**config.mk**
```make
export PLATFORM = sky130hd
export DESIGN_NAME = pwm_sequence_mode
export DESIGN_NICKNAME = d
export VERILOG_FILES = /design/src/rtl/pwm_sequence_mode.sv
export SDC_FILE = /design/constraint.sdc
export NUM_CORES = 1
export LEC_CHECK = 0
export BUFFER_PORTS_ARGS = -buffer_cell sky130_fd_sc_hd__buf_2
export CAP_MARGIN = 0
export CORE_MARGIN = 2
export CORE_UTILIZATION = 53
export DETAILED_ROUTE_END_ITERATION = 12
export PLACE_DENSITY = 0.83
export SLEW_MARGIN = 20
export SYNTH_ARGS = -nofsm -noshare
export SYNTH_HDL_FRONTEND = slang
export SYNTH_SLANG_ARGS = --single-unit
```
**constraint.sdc**
```tcl
create_clock -name clk_i -period 5.3 [get_ports clk_i]
set_input_delay 1.06 -clock clk_i [delete_from_list [all_inputs] [get_ports clk_i]]
set_output_delay 1.06 -clock clk_i [all_outputs]
set_load 0.05 [all_outputs]
```
**src/rtl/pwm_sequence_mode.sv**
```systemverilog
// Multi-phase PWM sequencer: each phase latches its own threshold/period/dwell and runs a stepped PWM counter.
// Optional output inversion is compiled in with macro PWM_SEQ_INVERT_EN (adds input invert_i).
module pwm_sequence_mode #(
    parameter int Resolution = 16,
    parameter int Phases     = 4,
    localparam int PhaseW    = $clog2(Phases)
) (
    input  logic                         clk_i,
    input  logic                         rst_ni,
    input  logic                         enable_i,
    input  logic                         oneshot_i,
    input  logic [Phases*Resolution-1:0] threshold_i,
    input  logic [Phases*Resolution-1:0] period_i,
    input  logic [Phases*Resolution-1:0] duration_i,
    input  logic [Resolution-1:0]        step_i,
`ifdef PWM_SEQ_INVERT_EN
    input  logic                         invert_i,
`endif
    output logic                         pwm_o,
    output logic [PhaseW-1:0]            phase_o,
    output logic                         busy_o,
    output logic                         done_o
);

    typedef enum logic [1:0] {
        IDLE = 2'd0,
        RUN  = 2'd1,
        DONE = 2'd2
    } state_t;

    localparam logic [PhaseW-1:0] LastPhase = PhaseW'(Phases - 1);

    state_t                  state_q, state_d;
    logic [PhaseW-1:0]       phase_q, phase_d;
    logic [Resolution-1:0]   cnt_q, cnt_d;
    logic [Resolution-1:0]   dwell_q, dwell_d;
    logic [Resolution-1:0]   thr_q, thr_d;
    logic [Resolution-1:0]   per_q, per_d;
    logic [Resolution-1:0]   dur_q, dur_d;
    logic                    done_q, done_d;

    logic                    entry;
    logic [PhaseW-1:0]       entry_phase;
    logic [Resolution-1:0]   dwell_last;
    logic                    last_dwell;
    logic [Resolution:0]     sum;
    logic                    raw;

    // A zero duration still dwells for one cycle.
    assign dwell_last = (dur_q == '0) ? '0 : dur_q - 1'b1;
    assign last_dwell = (dwell_q == dwell_last);
    assign sum        = {1'b0, cnt_q} + {1'b0, step_i};

    always_comb begin
        state_d     = state_q;
        phase_d     = phase_q;
        cnt_d       = cnt_q;
        dwell_d     = dwell_q;
        thr_d       = thr_q;
        per_d       = per_q;
        dur_d       = dur_q;
        done_d      = 1'b0;
        entry       = 1'b0;
        entry_phase = '0;

        case (state_q)
            IDLE: begin
                if (enable_i) begin
                    state_d     = RUN;
                    entry       = 1'b1;
                    entry_phase = '0;
                end
            end
            RUN: begin
                if (!enable_i) begin
                    state_d = IDLE;
                    phase_d = '0;
                    cnt_d   = '0;
                    dwell_d = '0;
                end else if (last_dwell) begin
                    if (phase_q == LastPhase) begin
                        if (oneshot_i) begin
                            state_d = DONE;
                            done_d  = 1'b1;
                            cnt_d   = '0;
                            dwell_d = '0;
                        end else begin
                            entry       = 1'b1;
                            entry_phase = '0;
                        end
                    end else begin
                        entry       = 1'b1;
                        entry_phase = phase_q + PhaseW'(1);
                    end
                end else begin
                    dwell_d = dwell_q + 1'b1;
                    if (per_q == '0) begin
                        cnt_d = '0;
                    end else if (step_i == '0) begin
                        cnt_d = cnt_q;
                    end else if (sum >= {1'b0, per_q}) begin
                        cnt_d = '0;
                    end else begin
                        cnt_d = sum[Resolution-1:0];
                    end
                end
            end
            DONE: begin
                if (!enable_i) begin
                    state_d = IDLE;
                    phase_d = '0;
                end
            end
            default: begin
                state_d = IDLE;
                phase_d = '0;
                cnt_d   = '0;
                dwell_d = '0;
            end
        endcase

        // Phase entry: shadow this phase's settings and restart both counters.
        if (entry) begin
            phase_d = entry_phase;
            cnt_d   = '0;
            dwell_d = '0;
            thr_d   = threshold_i[int'(entry_phase)*Resolution +: Resolution];
            per_d   = period_i[int'(entry_phase)*Resolution +: Resolution];
            dur_d   = duration_i[int'(entry_phase)*Resolution +: Resolution];
        end
    end

    always_ff @(posedge clk_i or negedge rst_ni) begin
        if (!rst_ni) begin
            state_q <= IDLE;
            phase_q <= '0;
            cnt_q   <= '0;
            dwell_q <= '0;
            thr_q   <= '0;
            per_q   <= '0;
            dur_q   <= '0;
            done_q  <= 1'b0;
        end else begin
            state_q <= state_d;
            phase_q <= phase_d;
            cnt_q   <= cnt_d;
            dwell_q <= dwell_d;
            thr_q   <= thr_d;
            per_q   <= per_d;
            dur_q   <= dur_d;
            done_q  <= done_d;
        end
    end

    assign raw = (cnt_q < thr_q);

`ifdef PWM_SEQ_INVERT_EN
    assign pwm_o = (state_q == RUN) && (raw ^ invert_i);
`else
    assign pwm_o = (state_q == RUN) && raw;
`endif

    assign phase_o = phase_q;
    assign busy_o  = (state_q == RUN);
    assign done_o  = done_q;

endmodule

```
=== Word-level counts from Yosys, hierarchy flattened ===
Index checks and enable logic that the tools add are counted.

* Memory bits (writable): 0
* Logic and storage cells: 81
* Memories: 0
* Bits in latches: 0
* ROM bits: 0
* Flip-flop bits (word level): 85
* Bits of input ports: 212
* Output and inout port bits: 5

* Shifts and indexed selects: 3
* Magnitude comparators: 2
* Bitwise gates (word level): 0
* $add $sub $neg: 4
* Equal/unequal tests: 15
* Multiply operators: 0
* Multiplexer cells: 38
* Divide/modulo/power cells: 0
* Reductions and logical operators: 11

{| class="wikitable"
|+ Operators by type and width
! cell !! number
|-
| two-way mux 16 bit || 12
|-
| variable part select 64 x 7 -> 16 bit || 3
|-
| one-hot mux 16 bit (2 select lines) || 2
|-
| logical NOT 16 bit || 3
|-
| two-way mux 2 bit || 11
|-
| adder 16 x 16 -> 17 bit || 1
|-
| greater-or-equal comparator 17 x 16 -> 1 bit || 1
|-
| adder 16 x 1 -> 16 bit, second input constant || 1
|-
| equality test 16 bit || 1
|-
| < comparator 16 bit || 1
|-
| subtractor 16 x 1 -> 16 bit, second input constant || 1
|-
| two-way mux 1 bit || 10
|-
| inequality test 3 x 2 -> 1 bit, second input constant || 3
|-
| inequality test 2 bit, second input constant || 3
|-
| inequality test 6 bit, second input constant || 1
|-
| one-hot mux 2 bit (3 select lines) || 1
|-
| inequality test 5 x 4 -> 1 bit, second input constant || 1
|-
| inequality test 5 bit, second input constant || 1
|-
| AND reduction 5 bit || 1
|-
| equality test 2 bit, second input constant || 2
|-
| one-hot mux 2 bit (2 select lines) || 1
|-
| AND reduction 4 bit || 1
|-
| OR reduction 2 bit || 2
|-
| inequality test 3 bit, second input constant || 1
|-
| 8 further kinds || 8
|}

=== Depth between registers and ports, before layout ===
Gate-level depths: netlist of the first run.

* Depth after elaboration: 9
* Mapped depth: 22
* Depth with buffers taken out: 21

=== Least setup slack after synthesis of the first run ===
Ideal clock, no wire load.

* Path kind: input port to flip-flop
* Start: input port step_i[3]
* End: register cnt_q[1]
* Library setup time: 121 ps
* Setup slack: 614 ps
* Data arrival time: 4565 ps
* Data required time: 5179 ps
* Path buffers: 1
* Stages: 19
* Path through: ha_1 or3_1 o221a_2 o211a_1 o21a_1 o21a_1 o31ai_1 a21oi_1 xor2_1 ha_1 nand4_1 or4_1 nand4_1 a21oi_1 o21ai_0 nor3_1 a21boi_1 buf_2 a22o_1

* Longest elaborated chain between the ends: 9
* Elaborated cells between the ends (all ways): 12
* Classes of those cells: 1 x add/sub; 1 x order compare; 1 x eq/ne; 7 x mux; 2 x reduce/logical

{| class="wikitable"
|+ RTL lines
! element !! line !! source
|-
| start: declaration || 15 || <nowiki>input logic [Resolution-1:0] step_i,</nowiki>
|-
| adder 16 x 16 -> 17 bit || 52 || <nowiki>assign sum = {1'b0, cnt_q} + {1'b0, step_i};</nowiki>
|-
| greater-or-equal comparator 17 x 16 -> 1 bit || 101 || <nowiki>end else if (sum >= {1'b0, per_q}) begin</nowiki>
|-
| two-way mux 16 bit || 101 ||
|-
| two-way mux 16 bit || 99 || <nowiki>end else if (step_i == '0) begin</nowiki>
|-
| two-way mux 16 bit || 97 || <nowiki>if (per_q == '0) begin</nowiki>
|-
| two-way mux 16 bit || 80 || <nowiki>end else if (last_dwell) begin</nowiki>
|-
| two-way mux 16 bit || 75 || <nowiki>if (!enable_i) begin</nowiki>
|-
| one-hot mux 16 bit (2 select lines) || 66 || <nowiki>case (state_q)</nowiki>
|-
| two-way mux 16 bit || 123 || <nowiki>if (entry) begin</nowiki>
|-
| end signal: assignment || 146 || <nowiki>cnt_q <= cnt_d;</nowiki>
|-
| end: declaration || 35 || <nowiki>logic [Resolution-1:0] cnt_q, cnt_d;</nowiki>
|}

Parallel ways exist; a longest one is shown, timed or not. The select of a mux whose other input is x is not followed.
A chain may end at the register's enable or synchronous reset.

=== Worst setup path in the final report of the first run ===
* Start: input port step_i[1]
* End: register cnt_q[15]

Same word-level chain as after synthesis.

==> reports/metrics.yaml, run 1 <==
status: "finished clean"
antenna_cells: 0
whs_path_depth: 2
clock_skew_ps: 9.323
first_pass_iters: 5
avgRoutedWirePerCell_um: 17.18
p_per_area_mw_per_mm2: 398.5
slowest_stage: "a21boi_2"
core_mm2: 0.01335
vias_per_cell: 5.955
grt_max_degree: 85
area_growth_syn_to_layout_pct: 20.74
cts_tree: "built"
grt_pass1_vias: 6729
synth-async-reset-ratio_pct: 100.0
synthesis.nets: 1068
synth_flop_cell: "dfrtp_1"
ys_warn_count: 0
crit_arrival_ps: 5200
min_period_ps: 4920
hold_viol_final: 0
worstPathCellList: "buf_2, ha_1, a211oi_1, nor2_1, o221a_2, o211a_1, o21a_1, o21a_1, o31ai_1, a21boi_0, ha_1, nand3_1, or4_1, nand4_1, a21oi_1, o21ai_0, nor3_1, a21boi_2, a22o_1"
numCtsBuffers: 9
layout.nets: 1257
crit_type: "input pin to flop"
grt_pass1_wl_mm: 32.76
synth-seq-cells: 85
antenna_found_initial: 0
r2r-end: "cnt_q[15]$_DFFE_PN0P_"
place_congestion: 0.9037
cts_resized: 0
fin_tns_setup_ps: 0
synth-edff-count: 0
grt-ovfl-total: 0
setup_viol: 0
syn-instance-count: 802
grt_setup_unrepaired: "false"
port_buffers: 216
grt_use_total_pct: 28.04
ant_nets: 0
slew-limit-headroom_pct: 49.22
worst_setup_path_end_kind: "flop"
die_h_um: 121.2
rows: 42
worst_setup_path_start_kind: "input pin"
clockBufferDepth: 2
syn_area_per_cell_um2: 9.081
clk_pin_slew_ps: 60
h-tree-depth: 3
cpPeakStageDelay_ps: 620
hp-class: "flop to flop"
initial_core_util_pct: 54.57
netlist-cell-type-count: 70
post_cts_buffers: 0
fin_crit_sh_pct: 92.82
worstReg2RegStart: "cnt_q[1]$_DFFE_PN0P_"
r2r_setup_slack_ps: 780
syn_area_mm2: 0.007283
cts_hold_buf: 0
num_vias: 6979
hold_slack_ps: 510.1
wl_mm: 20.13
layout_common_cells: "buf_2, mux2i_1, dfrtp_1"
drc_errors: 0
synth-seq-area-share_pct: 29.20
ir_worst_vdd_mv: 0.2586
drv_cap: 0
root_buffer: "clkbuf_16"
clock_latency_ps: 350
fp.dieW_um: 121.2
layout_commonest_cell: "buf_2"
p_leak_uw: 0.004816
io_pins: 217
worst_slew_pin_slew_ps: 751.5
slew_viol_final: 0
drt_iter0_markers: 566
fmax_mhz: 203.3
hold_end: "thr_q[3]$_DFFE_PN0N_"
place_hpwl_mm: 15.81
worstPathMaxFanout: 15
critPathRequiredTime_ps: 5580
reg2reg_depth: 18
die_area_mm2: 0.01470
cts.sinks: 85
layout-drive-gt1-share_pct: 26.51
worstHoldStart: "thr_q[3]$_DFFE_PN0N_"
==> per-layer routing <==
layer,share of wire [%],global-route usage (%),vias to the layer above
met5,0,0,-
met4,1.6,7.902,0
met3,6.0,3.477,20
met2,48,46.98,284
met1,45,38.21,3254
li1,-,-,3421
==> worst max-delay path, delay by kind of cell <==
family          cells  cell delay, ps
compound gates     11            2800
fa+ha+maj           2             630
simple gates        5             600
buf+inv             1             110
==> state kept, by name (all words and copies together), names as in the netlist <==
signal / cells
cnt_q: 16
dur_q: 16
dwell_q: 16
per_q: 16
thr_q: 16
phase_o: 2
state_q: 2
done_o: 1
==> logic make-up (layout without fill, tap and decap cells) <==
family          after synthesis  count (layout)  share of synthesized area, %
simple gates                193             193                         14.79
flops                        85              85                         29.20
xor+xnor                     21              21                         2.903
fa+ha+maj                    54              54                         9.380
mux                          99              99                         13.62
buf+inv                      96             290                         5.772
compound gates              254             254                         24.33
==> cell type report <==
| cell class | instances | area, µm² |
|---|---|---|
| multi-input cells | 621 | 4741 |
| fillers | 1110 | 4554 |
| flip-flops and latches | 85 | 2127 |
| repair buffers | 228 | 1211 |
| clock buffers | 12 | 266.5 |
| well taps | 176 | 220.2 |
| inverters | 46 | 172.7 |
| clock inverters | 4 | 55.05 |
==> power breakdown <==
part	switching [µW]	leakage, µW	internal (µW)	total, µW
Combinational	918	0.00356	786	1700
Sequential	267	0.00110	860	1130
Clock	268	0.000155	405	673
Total	1450	0.00482	2050	3500
==> synthesized netlist by cell type, drive strengths merged (4+ instances only) <==
| master | instances | share of area, % |
|---|---|---|
| a211oi | 5 | 0.52 |
| a2bb2oi | 48 | 5.8 |
| dfrtp | 85 | 29 |
| xnor2 | 11 | 1.3 |
| nor4 | 16 | 1.8 |
| nor2 | 37 | 1.9 |
| nand2b | 9 | 0.77 |
| or2 | 7 | 0.60 |
| o21a | 8 | 0.82 |
| ha | 53 | 9.1 |
| a22o | 17 | 2.0 |
| or4 | 7 | 0.77 |
| o211a | 4 | 0.55 |
| nand2 | 31 | 1.6 |
| or3 | 8 | 0.69 |
| o31ai | 11 | 1.2 |
| a21oi | 20 | 1.4 |
| nand3 | 14 | 0.96 |
| and2 | 7 | 0.60 |
| nor3 | 13 | 0.89 |
| and4 | 5 | 0.60 |
| and3 | 5 | 0.43 |
| mux2i | 98 | 13 |
| buf | 24 | 2.1 |
| nand4 | 14 | 1.2 |
| a2111oi | 4 | 0.57 |
| clkbuf | 26 | 1.3 |
| inv | 46 | 2.4 |
| nor2b | 10 | 0.86 |
| xor2 | 8 | 0.96 |
| a21o | 10 | 1.0 |
| o21ai | 93 | 6.4 |
==> how the worst max path moves through the flow <==
stage              start  cells after the start  slack, ps               endpoint
3_3_place_gp   step_i[1]                     19        -70   cnt_q[6]$_DFFE_PN0P_
3_5_place_dp   step_i[1]                     19       -200  cnt_q[15]$_DFFE_PN0P_
4_1_cts        step_i[1]                     19        140   cnt_q[9]$_DFFE_PN0P_
5_1_grt        step_i[0]                     20        120   cnt_q[0]$_DFFE_PN0P_
2_1_floorplan  step_i[3]                     19        610   cnt_q[1]$_DFFE_PN0P_
6_report       step_i[1]                     19        380  cnt_q[15]$_DFFE_PN0P_
==> metrics by stage <==
stage / worst slack, ps / instance area (µm²) / cells / util [%] / power [µW]
2_1_floorplan: 614.0 / 7283 / 802 / - / 2345
3_3_place_gp: -74.55 / 8468 / 1156 / 63.44 / 2759
3_5_place_dp: -198.3 / 8468 / 1156 / 63.44 / 2807
4_1_cts: 137.6 / 8790 / 1172 / 65.85 / 3489
5_1_grt: 119.5 / 8793 / 1172 / 65.88 / 3803
6_report: 380.4 / 8793 / 1172 / 65.88 / 3504
No activity file was read; power rests on OpenSTA's default activity.
==> inputs of run 2 (changes only) <==
--- a/config.mk
+++ b/config.mk
@@ -7,7 +7,7 @@
 export LEC_CHECK = 0
 export BUFFER_PORTS_ARGS = -buffer_cell sky130_fd_sc_hd__buf_2
 export CAP_MARGIN = 0
-export CORE_MARGIN = 2
+export CORE_MARGIN = 5
 export CORE_UTILIZATION = 53
 export DETAILED_ROUTE_END_ITERATION = 12
 export PLACE_DENSITY = 0.83
==> reports/metrics.yaml, run 2 (synthesis gave the netlist of run 1 again) <==
status: "finished clean"  # unchanged
layout.nets: 1260  # was 1257
layout-drive-gt1-share_pct: 26.73  # was 26.51%
grt_use_total_pct: 25.00  # was 28.04%
critPathRequiredTime_ps: 5570  # was 5580 ps
p_per_area_mw_per_mm2: 392.6  # was 398.5 mW/mm²
grt-ovfl-total: 0  # unchanged
cts_resized: 0  # unchanged
ir_worst_vdd_mv: 0.1832  # was 0.2586 mV
fin_area_mm2: 0.008783  # was 0.008793 mm²
worstHoldStart: "thr_q[6]$_DFFE_PN0N_"  # was thr_q[3]$_DFFE_PN0N_
cp.buffers_inverters: 1  # unchanged
crit_arrival_ps: 5150  # was 5200 ps
cp-startpoint: "step_i[1]"  # unchanged
numCtsBuffers: 9  # unchanged
rows: 42  # unchanged
vias_per_cell: 5.964  # was 5.955
post_dp_cell_area_mm2: 0.008478  # was 0.008468 mm²
post-route-util_pct: 65.80  # was 65.88%
grt_max_degree: 54  # was 85
wl_mm: 20.54  # was 20.13 mm
drt_iter0_markers: 453  # was 566
power.total_uw: 3448  # was 3504 µW
slowest_stage: "a21boi_2"  # unchanged
cts_hold_buf: 0  # unchanged
place_congestion: 0.8908  # was 0.9037
cpPeakStageDelay_ps: 630  # was 620 ps
die_h_um: 127.2  # was 121.2 µm
clk_pin_slew_ps: 60  # about the same
hp-class: "flop to flop"  # unchanged
grt_setup_unrepaired: "false"  # unchanged
clock_skew_ps: 11.83  # was 9.323 ps
io_pins: 217  # unchanged
cts.sinks: 85  # unchanged
whs_path_depth: 2  # unchanged
slew_viol_final: 0  # unchanged
r2r-end: "cnt_q[3]$_DFFE_PN0P_"  # was cnt_q[15]$_DFFE_PN0P_
crit_type: "input pin to flop"  # unchanged
fmax_mhz: 205.0  # was 203.3 MHz
core_mm2: 0.01335  # unchanged
grt_pass1_wl_mm: 33.44  # was 32.76 mm
grt_pass1_vias: 6836  # was 6729
path_delay_family: "compound AO/OA/AOI/OAI gates"  # unchanged
num_vias: 7014  # was 6979
post_cts_buffers: 0  # unchanged
worst_setup_path_start_kind: "input pin"  # unchanged
worstPathMaxFanout: 15  # unchanged
worstPathCellList: "buf_2, ha_1, a211oi_1, nor2_1, o221a_2, o211a_1, o21a_1, o21a_1, o31ai_1, a21boi_0, ha_1, nand3_1, or4_1, nand4_1, a21oi_1, o21ai_0, nor3_1, a21boi_2, a22o_1"  # unchanged
antenna_found_initial: 1  # was 0
worstReg2RegStart: "cnt_q[1]$_DFFE_PN0P_"  # unchanged
layout_commonest_cell: "buf_2"  # unchanged
r2r_setup_slack_ps: 820  # was 780 ps
hold_viol_final: 0  # unchanged
ant_nets: 0  # unchanged
area_growth_syn_to_layout_pct: 20.60  # was 20.74%
reg2reg_depth: 18  # unchanged
setup_viol: 0  # unchanged
root_buffer: "clkbuf_16"  # unchanged
fin_tns_setup_ps: 0  # unchanged
min_period_ps: 4879  # was 4920 ps
place_hpwl_mm: 16.36  # was 15.81 mm
avgRoutedWirePerCell_um: 17.47  # was 17.18 µm
fp.dieW_um: 127.2  # was 121.2 µm
clock_latency_ps: 340  # was 350 ps
initial_core_util_pct: 54.57  # unchanged
die_area_mm2: 0.01619  # was 0.01470 mm²
port_buffers: 216  # unchanged
first_pass_iters: 5  # unchanged
h-tree-depth: 3  # unchanged
drv_cap: 0  # unchanged
slew-limit-headroom_pct: 41.43  # was 49.22%
clockBufferDepth: 2  # unchanged
p_leak_uw: 0.004814  # was 0.004816 µW
layout_common_cells: "buf_2, mux2i_1, dfrtp_1"  # unchanged
worst_setup_path_end_kind: "flop"  # unchanged
worst_slew_pin_slew_ps: 870.6  # was 751.5 ps
hold_end: "thr_q[6]$_DFFE_PN0N_"  # was thr_q[3]$_DFFE_PN0N_
fin_crit_sh_pct: 92.06  # was 92.82%
drc_errors: 0  # unchanged
cts_tree: "built"  # unchanged
-- run 2: cell types whose count changed in the layout (fill, tap and decap cells not counted) --
| cell | previous run | this run |
|---|---|---|
| clkbuf_8 | 3 | 0 |
| inv_6 | 0 | 1 |
| buf_4 | 10 | 14 |
| clkinv_2 | 0 | 2 |
| buf_12 | 3 | 2 |
| diode_2 | 0 | 1 |
-- run 2: stage by stage --
| step | worst slack, ps | instances | hold WS, ps |
|---|---|---|---|
| 5_1_grt | 105.5 | 1176 | 533.4 |
| 3_5_place_dp | -165.7 | 1159 | 490.1 |
| 6_report | 420.9 | 1176 | 505.5 |
| 3_3_place_gp | -66.26 | 1159 | 483.3 |
| 4_1_cts | 128.2 | 1175 | 506.1 |
| 2_1_floorplan | 614.0 | 802 | 471.7 |
-- run 2: per-layer routing --
layer	GRT usage, %	vias up	wire length (µm)
li1	-	3427	-
met4	7.256	0	428
met3	2.922	31	1363
met1	35.07	3276	9101
met2	40.88	280	9646
met5	0	-	0
-- run 2: worst max-delay path by stage --
stage / endpoint / cells after the start
after detailed placement: cnt_q[15]$_DFFE_PN0P_ / 19
after floorplan: cnt_q[1]$_DFFE_PN0P_ / 19
after global placement: cnt_q[6]$_DFFE_PN0P_ / 19
after CTS: cnt_q[3]$_DFFE_PN0P_ / 19
final: cnt_q[3]$_DFFE_PN0P_ / 19
after global routing: cnt_q[3]$_DFFE_PN0P_ / 19
-- run 2: report_power, final --
part | switching (µW) | internal (µW)
Combinational | 910 | 771
Sequential | 269 | 860
Clock | 271 | 367
-- run 2: worst register-to-register path: stages, from the launching register on --
cell      delay [ps]
dfrtp_1          430
ha_1             310
a211oi_1         200
nor2_1           110
o221a_2          260
o211a_1          230
o21a_1           180
o21a_1           190
o31ai_1          250
a21boi_0         390
ha_1             330
nand3_1           80
or4_1            100
nand4_1           80
a21oi_1          110
o21ai_0           90
nor3_1           180
a21boi_2         630
a22o_1           240
-- run 2: final cells by class --
class	count	area, µm²
flip-flops and latches	85	2127
clock buffers	9	225.2
inverters	46	172.7
repair buffers	231	1221
diodes	1	2.502
multi-input cells	621	4741
fillers	1154	4564
clock inverters	7	73.82
well taps	176	220.2
==> inputs of run 3 (changes only) <==
--- a/config.mk
+++ b/config.mk
@@ -11,6 +11,7 @@
 export CORE_UTILIZATION = 53
 export DETAILED_ROUTE_END_ITERATION = 12
 export PLACE_DENSITY = 0.83
+export RECOVER_POWER = 50
 export SLEW_MARGIN = 20
 export SYNTH_ARGS = -nofsm -noshare
 export SYNTH_HDL_FRONTEND = slang
==> reports/metrics.yaml, run 3 (synthesis gave the netlist of run 1 again) <==
h-tree-depth: 3  # unchanged
initial_core_util_pct: 54.57  # unchanged
layout_commonest_cell: "buf_2"  # unchanged
grt_pass1_wl_mm: 33.44  # unchanged
pre_cts_ws_ps: -165.7  # unchanged
layout.nets: 1260  # unchanged
worstPathMaxFanout: 15  # unchanged
reg2reg_depth: 18  # unchanged
status: "finished with violations"  # was finished clean
die_area_mm2: 0.01619  # unchanged
critPathRequiredTime_ps: 5580  # was 5570 ps
fp.dieW_um: 127.2  # unchanged
grt-ovfl-total: 0  # unchanged
slowest_stage: "a21boi_2"  # unchanged
post_dp_cell_area_mm2: 0.008478  # unchanged
cts.sinks: 85  # unchanged
crit_arrival_ps: 5150  # about the same
crit_path_end: "cnt_q[3]$_DFFE_PN0P_"  # unchanged
crit_type: "input pin to flop"  # unchanged
num_vias: 7023  # was 7014
cts_hold_buf: 0  # unchanged
seqCellArea_mm2: 0.002127  # unchanged
area_growth_syn_to_layout_pct: 20.48  # was 20.60%
drt_iter0_markers: 432  # was 453
avgRoutedWirePerCell_um: 17.47  # about the same
p_per_area_mw_per_mm2: 393.4  # was 392.6 mW/mm²
slew-limit-headroom_pct: -87.77  # was 41.43%
power.total_uw: 3452  # was 3448 µW
multi_input_area_mm2: 0.004741  # unchanged
cts_tree: "built"  # unchanged
fmax_mhz: 205.0  # about the same
port_buffers: 216  # unchanged
fin_tns_setup_ps: 0  # unchanged
whs_path_depth: 2  # unchanged
vias_per_cell: 5.972  # was 5.964
hold_viol_final: 0  # unchanged
grt_use_total_pct: 25.00  # unchanged
place_hpwl_mm: 16.36  # unchanged
nFillCells: 1158  # was 1154
drc_errors: 0  # unchanged
place_congestion: 0.8908  # unchanged
post-route-util_pct: 65.74  # was 65.80%
die_h_um: 127.2  # unchanged
min_period_ps: 4877  # was 4879 ps
antenna_found_initial: 1  # unchanged
fin_area_mm2: 0.008775  # was 0.008783 mm²
worstPathCellList: "buf_2, ha_1, a211oi_1, nor2_1, o221a_2, o211a_1, o21a_1, o21a_1, o31ai_1, a21boi_0, ha_1, nand3_1, or4_1, nand4_1, a21oi_1, o21ai_0, nor3_1, a21boi_2, a22o_1"  # unchanged
clock_skew_ps: 11.47  # was 11.83 ps
worst_setup_path_start_kind: "input pin"  # unchanged
cpPeakStageDelay_ps: 640  # was 630 ps
post_cts_buffers: 0  # unchanged
grt_setup_unrepaired: "false"  # unchanged
drv_cap: 1  # was 0
worst_setup_path_end_kind: "flop"  # unchanged
grt_pass1_vias: 6836  # unchanged
ir_worst_vdd_mv: 0.1825  # was 0.1832 mV
setup_ws_ps: 422.5  # was 420.9 ps
wl_mm: 20.55  # was 20.54 mm
layout_common_cells: "buf_2, mux2i_1, dfrtp_1"  # unchanged
numCtsBuffers: 9  # unchanged
fin_crit_sh_pct: 92.03  # was 92.06%
core_mm2: 0.01335  # unchanged
clk_pin_slew_ps: 70  # was 60 ps
r2r_setup_slack_ps: 800  # was 820 ps
hp-class: "flop to flop"  # unchanged
clock_latency_ps: 350  # was 340 ps
root_buffer: "clkbuf_16"  # unchanged
worstReg2RegStart: "cnt_q[1]$_DFFE_PN0P_"  # unchanged
layout-drive-gt1-share_pct: 26.43  # was 26.73%
setup_viol: 0  # unchanged
worst_slew_pin_slew_ps: 2817  # was 870.6 ps
rows: 42  # unchanged
slew_viol_final: 54  # was 0
cp-startpoint: "step_i[1]"  # unchanged
r2r-end: "cnt_q[3]$_DFFE_PN0P_"  # unchanged
p_leak_uw: 0.004801  # was 0.004814 µW
ant_nets: 0  # unchanged
first_pass_iters: 5  # unchanged
cts_resized: 0  # unchanged
grt_max_degree: 54  # unchanged
violations: "max-capacitance violations, max-slew violations"
clockBufferDepth: 2  # unchanged
io_pins: 217  # unchanged
## run 3: critical path: cells and delay by family
family | cells | cell delay (ps)
AND/OR/NAND/NOR | 5 | 550
buffers and inverters | 1 | 110
adder cells (fa/ha/maj) | 2 | 630
AO/OA/AOI/OAI | 11 | 2780
## run 3: how the worst min path moves through the flow
| stage | start | endpoint | slack [ps] |
|---|---|---|---|
| 3_5_place_dp | thr_q[4]$_DFFE_PN0N_ | thr_q[4]$_DFFE_PN0N_ | 490 |
| 5_1_grt | thr_q[5]$_DFFE_PN0N_ | thr_q[5]$_DFFE_PN0N_ | 530 |
| 6_report | thr_q[6]$_DFFE_PN0N_ | thr_q[6]$_DFFE_PN0N_ | 510 |
| 2_1_floorplan | thr_q[10]$_DFFE_PN0N_ | thr_q[10]$_DFFE_PN0N_ | 470 |
| 3_3_place_gp | thr_q[2]$_DFFE_PN0N_ | thr_q[2]$_DFFE_PN0N_ | 480 |
| 4_1_cts | thr_q[4]$_DFFE_PN0N_ | thr_q[4]$_DFFE_PN0N_ | 510 |
## run 3: cell type report
cell class              instances  share of cell area [%]
multi-input cells             621                   54.03
inverters                      46                   1.968
flip-flops and latches         85                   24.24
repair buffers                231                   13.82
clock buffers                   9                   2.567
clock inverters                 7                  0.8413
well taps                     176                   2.510
diodes                          1                 0.02852
## run 3: where the power goes
group	leakage, µW	total [µW]	internal, µW	switching, µW
Clock	0.000146	639	367	273
Combinational	0.00355	1680	771	913
Sequential	0.00110	1130	860	268
## run 3: per-layer routing
metal,up-vias,share of wire [%],track usage (%)
met3,28,6.0,2.922
li1,3433,-,-
met4,0,2.0,7.256
met2,255,47,40.88
met1,3307,45,35.07
met5,-,0,0
## run 3: metrics by stage
step | hold slack [ps] | std cells
finish | 505.6 | 1176
global route | 533.4 | 1176
CTS | 506.1 | 1175
detailed placement | 490.1 | 1159
global placement | 483.3 | 1159
floorplan | 471.7 | 802
